`src/rtl/divider_iter.sv`:
```
// divider_iter: iterative shift-subtract divider with valid/ready handshakes
// on both the operand and the result side. One quotient bit per cycle.
// Optional feature: define DIVIDER_SIGNED_EN for two's-complement operands
// (adds a one-cycle FIX state that restores the result signs).
module divider_iter #(
    parameter  int WIDTH = 32,
    localparam int CNT_W = $clog2(WIDTH + 1)
) (
    input  logic             i_clk,
    input  logic             i_rst,
    input  logic             i_valid,
    output logic             o_ready,
    input  logic [WIDTH-1:0] i_dividend,
    input  logic [WIDTH-1:0] i_divisor,
    output logic             o_valid,
    input  logic             i_ready,
    output logic [WIDTH-1:0] o_quotient,
    output logic [WIDTH-1:0] o_remainder,
    output logic             o_dbz
);

`ifdef DIVIDER_SIGNED_EN
    typedef enum logic [1:0] {IDLE = 2'd0, RUN = 2'd1, FIX = 2'd2, DONE = 2'd3} state_t;
`else
    typedef enum logic [1:0] {IDLE = 2'd0, RUN = 2'd1, DONE = 2'd3} state_t;
`endif

    state_t            state, state_nxt;
    logic              accept;
    logic              div_zero;
    logic [WIDTH-1:0]  rem, quo, div_r;
    logic [CNT_W-1:0]  cnt;
    logic              dbz;
    logic [WIDTH-1:0]  dvd_mag, dvs_mag;
    logic [WIDTH:0]    trial, diff;

    assign div_zero = (i_divisor == '0);

`ifdef DIVIDER_SIGNED_EN
    logic neg_q, neg_r;
    // The core divides magnitudes; signs are reapplied in FIX.
    assign dvd_mag = i_dividend[WIDTH-1] ? -i_dividend : i_dividend;
    assign dvs_mag = i_divisor[WIDTH-1]  ? -i_divisor  : i_divisor;
`else
    assign dvd_mag = i_dividend;
    assign dvs_mag = i_divisor;
`endif

    // One extra bit on the trial subtract keeps the shifted-out MSB of rem;
    // diff[WIDTH] set means the trial went negative.
    assign trial = {rem, quo[WIDTH-1]};
    assign diff  = trial - {1'b0, div_r};

    // State register.
    always_ff @(posedge i_clk or negedge i_rst) begin
        if (!i_rst) state <= IDLE;
        else        state <= state_nxt;
    end

    // Next-state and handshake outputs; DONE with i_ready behaves like IDLE
    // so a waiting operand is taken on the same edge the result leaves.
    always_comb begin
        state_nxt = state;
        o_ready   = 1'b0;
        o_valid   = 1'b0;
        accept    = 1'b0;
        case (state)
            IDLE: begin
                o_ready = 1'b1;
                if (i_valid) begin
                    accept    = 1'b1;
                    state_nxt = div_zero ? DONE : RUN;
                end
            end
            RUN: begin
                if (cnt == CNT_W'(1)) begin
`ifdef DIVIDER_SIGNED_EN
                    state_nxt = FIX;
`else
                    state_nxt = DONE;
`endif
                end
            end
`ifdef DIVIDER_SIGNED_EN
            FIX: state_nxt = DONE;
`endif
            DONE: begin
                o_valid = 1'b1;
                if (i_ready) begin
                    o_ready = 1'b1;
                    if (i_valid) begin
                        accept    = 1'b1;
                        state_nxt = div_zero ? DONE : RUN;
                    end else begin
                        state_nxt = IDLE;
                    end
                end
            end
            default: state_nxt = IDLE;
        endcase
    end

    // Datapath: operand load, one shift-subtract step per RUN cycle, sign fix.
    // Registers only move on load/RUN/FIX, so results hold while DONE stalls.
    always_ff @(posedge i_clk or negedge i_rst) begin
        if (!i_rst) begin
            rem   <= '0;
            quo   <= '0;
            div_r <= '0;
            cnt   <= '0;
            dbz   <= 1'b0;
`ifdef DIVIDER_SIGNED_EN
            neg_q <= 1'b0;
            neg_r <= 1'b0;
`endif
        end else if (accept) begin
            if (div_zero) begin
                // Zero divisor bypasses the iteration; raw dividend is returned.
                quo <= '1;
                rem <= i_dividend;
                dbz <= 1'b1;
            end else begin
                rem   <= '0;
                quo   <= dvd_mag;
                div_r <= dvs_mag;
                cnt   <= CNT_W'(WIDTH);
                dbz   <= 1'b0;
            end
`ifdef DIVIDER_SIGNED_EN
            neg_q <= i_dividend[WIDTH-1] ^ i_divisor[WIDTH-1];
            neg_r <= i_dividend[WIDTH-1];
`endif
        end else if (state == RUN) begin
            rem <= diff[WIDTH] ? trial[WIDTH-1:0] : diff[WIDTH-1:0];
            quo <= {quo[WIDTH-2:0], ~diff[WIDTH]};
            cnt <= cnt - CNT_W'(1);
        end
`ifdef DIVIDER_SIGNED_EN
        else if (state == FIX) begin
            // Truncating division: remainder follows the dividend's sign.
            quo <= neg_q ? -quo : quo;
            rem <= neg_r ? -rem : rem;
        end
`endif
    end

    assign o_quotient  = quo;
    assign o_remainder = rem;
    assign o_dbz       = dbz;

endmodule

```
`config.mk`:
```
export PLATFORM = sky130hd
export DESIGN_NAME = divider_iter
export DESIGN_NICKNAME = d
export VERILOG_FILES = /design/src/rtl/divider_iter.sv
export SDC_FILE = /design/constraint.sdc
export NUM_CORES = 1
export LEC_CHECK = 0
export ABC_CLOCK_PERIOD_IN_PS = 5500
export CAP_MARGIN = 20
export CORE_MARGIN = 2
export CORE_UTILIZATION = 60
export CTS_CLUSTER_SIZE = 20
export DETAILED_ROUTE_END_ITERATION = 10
export DONT_BUFFER_PORTS = 1
export PLACE_DENSITY = 0.87
export SYNTH_ARGS = -nofsm -noshare
export SYNTH_HDL_FRONTEND = slang
export SYNTH_SLANG_ARGS = --single-unit
```
`constraint.sdc`:
```
create_clock -name i_clk -period 5.5 [get_ports i_clk]
set_input_delay 0.825 -clock i_clk [delete_from_list [all_inputs] [get_ports i_clk]]
set_output_delay 0.825 -clock i_clk [all_outputs]
set_load 0.02 [all_outputs]
```
==> results of run 1 <==
-- stage by stage --
step	cell area (µm²)	hold slack (ns)
4_1_cts	7410	0.155
2_1_floorplan	7040	0.478
5_1_grt	7410	0.146
6_report	7410	0.158
3_5_place_dp	7090	0.493
3_3_place_gp	7090	0.489
-- cells by family after synthesis --
family                     share of synthesized area (%)
muxes                                               12.4
buffers and inverters                               4.78
and+or+nand+nor                                     13.1
AOI/OAI and AO/OA                                   21.1
xor gates and xnor gates                            4.13
adders and majority gates                           7.04
DFF                                                 37.3
-- how the worst min path moves through the flow --
stage | to | slack (ns) | depth (start not counted)
2_1_floorplan | cnt[1] | 0.48 | 1
3_3_place_gp | div_r[30] | 0.49 | 1
3_5_place_dp | div_r[5] | 0.49 | 1
4_1_cts | div_r[28] | 0.15 | 0
5_1_grt | div_r[31] | 0.15 | 0
6_report | div_r[31] | 0.16 | 0
-- registers in the layout, summed over array words and instances, names as in the netlist --
| name | count |
|---|---|
| state | 2 |
| o_quotient | 32 |
| cnt | 6 |
| div_r | 32 |
| o_dbz | 1 |
| o_remainder | 32 |
-- area by class of cell --
| type | instances | area share (%) |
|---|---|---|
| Multi-Input combinational cell | 555 | 55.3 |
| Sequential cell | 105 | 35.5 |
| Clock buffer | 10 | 3.23 |
| Tap cell | 143 | 2.42 |
| Inverter | 40 | 2.03 |
| Clock inverter | 6 | 0.980 |
| Timing Repair Buffer | 6 | 0.608 |
-- cells in the final DEF, fill, tap and decap left out, types with 27 or more instances in the layout --
cell type / count
ha_1: 37
o21ai_0: 41
dfrtp_1: 105
inv_1: 40
nor2_1: 27
nand2_1: 44
mux2i_1: 48
nor3_1: 40
mux2_2: 35
a21oi_1: 74
-- metal layers --
layer  up-vias  track usage (%)  share of wire [%]
met5         -                0                  0
met4         0             10.2                2.1
met3        29             6.43                8.9
met2       233             42.9                 44
met1      2796             43.6                 45
li1       2706                -                  -
==> impl_metrics.yaml, run 1 <==
outcome:
  outcome: "complete, no violations"
logic_synthesis:
  ys_types: 69
  synth_nets: 848
  yosys_warnings: 0
  synth-edff-count: 0
  synth_most_common_cell: "dfrtp_1"
  syn_area_per_cell_um2: 9.49
  synth_async_sr_flop_share_pct: 100
  syn-cell-area_um2: 7040
  ys.flop_type: "dfrtp_1"
  yosys_register_bits: 105
  ys_seq_area_share_pct: 37.3
  syn_inst: 741
  synth_area_leader_cell: "dfrtp_1"
  yosysTopAreaCellShare_pct: 37.3
  yosys-top-cells-count: "105 x dfrtp_1, 74 x a21oi_1, 48 x mux2i_1"
  synthTopCellsByArea: "dfrtp_1 37%, mux2i_1 6.8%, ha_1 6.8%"
floorplan:
  coreArea_um2: 11400
  die_w_um: 112
  start_util_pct: 61.6
  die_y_um: 112
  design.die.area_um2: 12600
  std_cell_rows: 39
  io-pin-count: 135
global_routing:
  grt_start_max_net_pins: 106
  grt_overflow: 0
  grt_use_total_pct: 29.4
  grt_pass1_vias: 5625
  grt_pass1_wl_um: 29800
  antenna_found_initial: 0
setup_path:
  crit_slowest_cell: "dfrtp_1"
  rr_worst_depth: 13
  crit_top_cell: "a21o_1"
  crit_arrival_ns: 3.84
  end_kind: "flip-flop"
  endpoint: "o_remainder[3]"
  cp.required_ns: 5.75
  startpoint_type: "flip-flop"
  worstPathBufferInverterCount: 2
  r2r-end: "o_remainder[3]"
  crit_type: "reg -> reg"
  cp_slowest_stage_delay_ns: 0.52
  startpoint: "o_quotient[31]"
  rr_startpoint: "o_quotient[31]"
  cp_cell_sequence: "inv_1, ha_1, fa_1, nand2b_1, a21o_1, a31oi_2, a21o_1, nor4bb_4, nor4b_4, buf_4, mux2i_1, a21oi_1, a21o_1"
  cp_max_fo: 40
  worstSetupPathDepth: 13
  r2r_slack_ns: 1.92
  critical-path-top-delay-family: "compound AO/OA/AOI/OAI gates"
finish:
  stdcell_count: 865
  area_delta_synth_final_pct: 5.26
  multi_input_area_um2: 4090
  fillers: 955
  antenna_cells: 0
  drive_above_1_share_pct: 10.7
  regArea_um2: 2630
  fin_util_pct: 64.9
  fin_nets: 824
routing:
  route.detailed.drc: 0
  drt_first_pass_iters: 5
  drtIter0Drc: 468
  vias: 5764
  ant_nets: 0
  wl_per_cell_um: 21.2
  drt-total-wl_um: 18400
  routed_via_density: 6.66
timing:
  slew_headroom_pct: 30.8
  fin_crit_sh_pct: 65.2
  fmax_ghz: 0.279
  tightest_slew_ns: 1.04
  finClkSkew_ns: 0.0107
  setup-violations-final: 0
  slew_violations: 0
  tns_ns: 0
  period_needed_ns: 3.58
  rsz0062_at_grt: "no"
  fin_ws_ns: 1.92
  final-hold-violation-count: 0
placement:
  dpl_worst_slack_ns: 1.96
  dpl.hpwl_um: 13800
  portBuffers: 0
  place_congestion: 0.922
  place_inst: 849
cts:
  cts_tree: "yes"
  cts_buffers: 9
  cts_setup_buffers: 0
  cts-root-buf: "clkbuf_16"
  ctsResizeCount: 0
  path_clk_slew_ns: 0.08
  numClockSinks: 105
  htreeDepth: 3
  insertion_delay_ns: 0.36
  clock_path_buffers: 2
  ctsHoldBuffers: 0
min_path:
  holdCritPathClass: "in -> async"
job:
  max_cap_violations: 0
Power of run 1 is not shown: default switching activity piles up to over one toggle a cycle in this logic, so the estimate is an artifact.
==> inputs of run 2 (changes only) <==
==> config.mk (replaced) <==
export PLATFORM = sky130hd
export DESIGN_NAME = divider_iter
export DESIGN_NICKNAME = d
export VERILOG_FILES = /design/src/rtl/divider_iter.sv
export SDC_FILE = /design/constraint.sdc
export NUM_CORES = 1
export LEC_CHECK = 0
export ABC_CLOCK_PERIOD_IN_PS = 3130
export CAP_MARGIN = 20
export CORE_MARGIN = 2
export CORE_UTILIZATION = 59
export CTS_CLUSTER_SIZE = 20
export DETAILED_ROUTE_END_ITERATION = 10
export DONT_BUFFER_PORTS = 1
export PLACE_DENSITY = 0.89
export SYNTH_ARGS = -nofsm -noshare
export SYNTH_HDL_FRONTEND = slang
export SYNTH_SLANG_ARGS = --single-unit
==> constraint.sdc (replaced) <==
create_clock -name i_clk -period 3.13 [get_ports i_clk]
set_input_delay 0.4695 -clock i_clk [delete_from_list [all_inputs] [get_ports i_clk]]
set_output_delay 0.4695 -clock i_clk [all_outputs]
set_load 0.02 [all_outputs]
==> run 2 against run 1 <==
Effect of this change: the run now ends with DRC left; worst setup slack worse by 1.8 ns; cell count is 6.9% higher; die area is 1.6% higher; global-route usage is 2.0 points higher; clock skew is 0.0041 ns lower; first-iteration DRC count is 34% higher; via count is 5.7% higher; register-to-register slack worse by 1.8 ns; critical path depth is 1 lower; wire length is 9.5% higher.
==> impl_metrics.yaml, run 2 (synthesis results as in run 1) <==
floorplan:
  design.die.area_um2: 12800
  die_w_um: 113
  coreArea_um2: 11500
  std_cell_rows: 39
  io-pin-count: 135
  die_y_um: 113
  start_util_pct: 61.1
setup_path:
  cp_max_fo: 14
  r2r_slack_ns: 0.07
  startpoint_type: "flip-flop"
  r2r-end: "o_remainder[12]"
  crit_type: "reg -> reg"
  cp.required_ns: 3.37
  cp_cell_sequence: "ha_1, a21o_1, a21o_1, a21o_1, nor2_1, nor4bb_4, nor4b_4, buf_4, clkbuf_16, o2111ai_1, o21ai_1, a221o_1"
  crit_arrival_ns: 3.30
  end_kind: "flip-flop"
  crit_slowest_cell: "dfrtp_1"
  rr_startpoint: "o_remainder[28]"
  crit_top_cell: "a21o_1"
  rr_worst_depth: 12
  cp_slowest_stage_delay_ns: 0.50
cts:
  cts_tree: "yes"
  path_clk_slew_ns: 0.07
  insertion_delay_ns: 0.35
  cts-root-buf: "clkbuf_16"
  clock_path_buffers: 2
  htreeDepth: 3
  numClockSinks: 105
  cts_buffers: 9
routing:
  drt-total-wl_um: 20100
  wl_per_cell_um: 21.7
  route.detailed.drc: 12
  ant_nets: 0
  drtIter0Drc: 629
  drt_first_pass_iters: 9
  vias: 6095
  routed_via_density: 6.59
global_routing:
  grt_pass1_vias: 6038
  grt_use_total_pct: 31.4
  grt_overflow: 0
  grt_start_max_net_pins: 106
  grt_pass1_wl_um: 32000
  antenna_found_initial: 0
timing:
  final-hold-violation-count: 0
  rsz0062_at_grt: "yes"
  tightest_slew_ns: 0.705
  fmax_ghz: 0.327
  slew_violations: 0
  fin_crit_sh_pct: 97.7
  finClkSkew_ns: 0.00661
  setup-violations-final: 0
  period_needed_ns: 3.06
  slew_headroom_pct: 53.0
finish:
  fin_nets: 884
  antenna_cells: 0
  layout_commonest_cell: "dfrtp_1"
  area_delta_synth_final_pct: 13.3
  drive_above_1_share_pct: 18.0
  fin_util_pct: 69.2
  mostFrequentLayoutCells: "105 x dfrtp_1, 73 x a21oi_1, 61 x buf_4, 48 x mux2i_1, 44 x nand2_1"
  final_cell_area_um2: 7970
job:
  max_cap_violations: 0
min_path:
  holdCritPathClass: "in -> async"
placement:
  portBuffers: 0
  place_area_um2: 7490
  place_congestion: 0.972
  dpl.hpwl_um: 15300
outcome:
  violations: "DRC"
  outcome: "complete, but fails checks"
==> run 2: metal layers <==
layer  GRT usage, %  vias to the layer above  part of all wire [%]
met5              0                        -                     0
met4           9.19                        0                   1.7
met3           8.09                       25                    11
met2           46.9                      296                    44
met1           45.4                     2952                    43
li1               -                     2822                     -
==> run 2: layout make-up <==
cell class              count  area (µm²)
clock inverters             4        52.6
well taps                 143         179
clock buffers              12         246
fillers                   894        3550
flip-flops and latches    105        2630
multi-input cells         555        4140
repair buffers             66         571
inverters                  40         150
==> run 2: per-stage QoR <==
stage	instances	setup TNS, ns	setup slack (ns)	hold slack, ns
2_1_floorplan	741	0	0.102	0.174
3_3_place_gp	899	0	0.250	0.177
3_5_place_dp	899	0	0.140	0.176
4_1_cts	916	0	0.106	0.0718
5_1_grt	925	-0.0118	-0.00769	0.0858
6_report	925	0	0.0717	0.0442
==> run 2: worst max-delay path by stage <==
stage                                 end             from
after floorplan           o_remainder[11]   o_quotient[31]
after CTS                 o_remainder[20]  o_remainder[10]
after global placement     o_remainder[3]   o_quotient[31]
final                     o_remainder[12]  o_remainder[28]
after detailed placement  o_remainder[11]   o_quotient[31]
after global routing      o_remainder[11]   o_quotient[31]
==> run 2: critical path: cells and delay by family (launching register included) <==
family | cells | cell delay (ns)
buf+inv | 2 | 0.33
fa+ha+maj | 1 | 0.44
flops | 1 | 0.50
simple gates | 3 | 0.60
compound gates | 6 | 1.07
==> run 2: what timing repair did <==
action,in CTS,in global routing
endpoints found under the setup margin,0,7
endpoints found under the hold margin,105,0
buffers inserted,0,8
hold buffers,1,0
gates resized for setup,0,12
Power of run 2 is left out for the same reason.
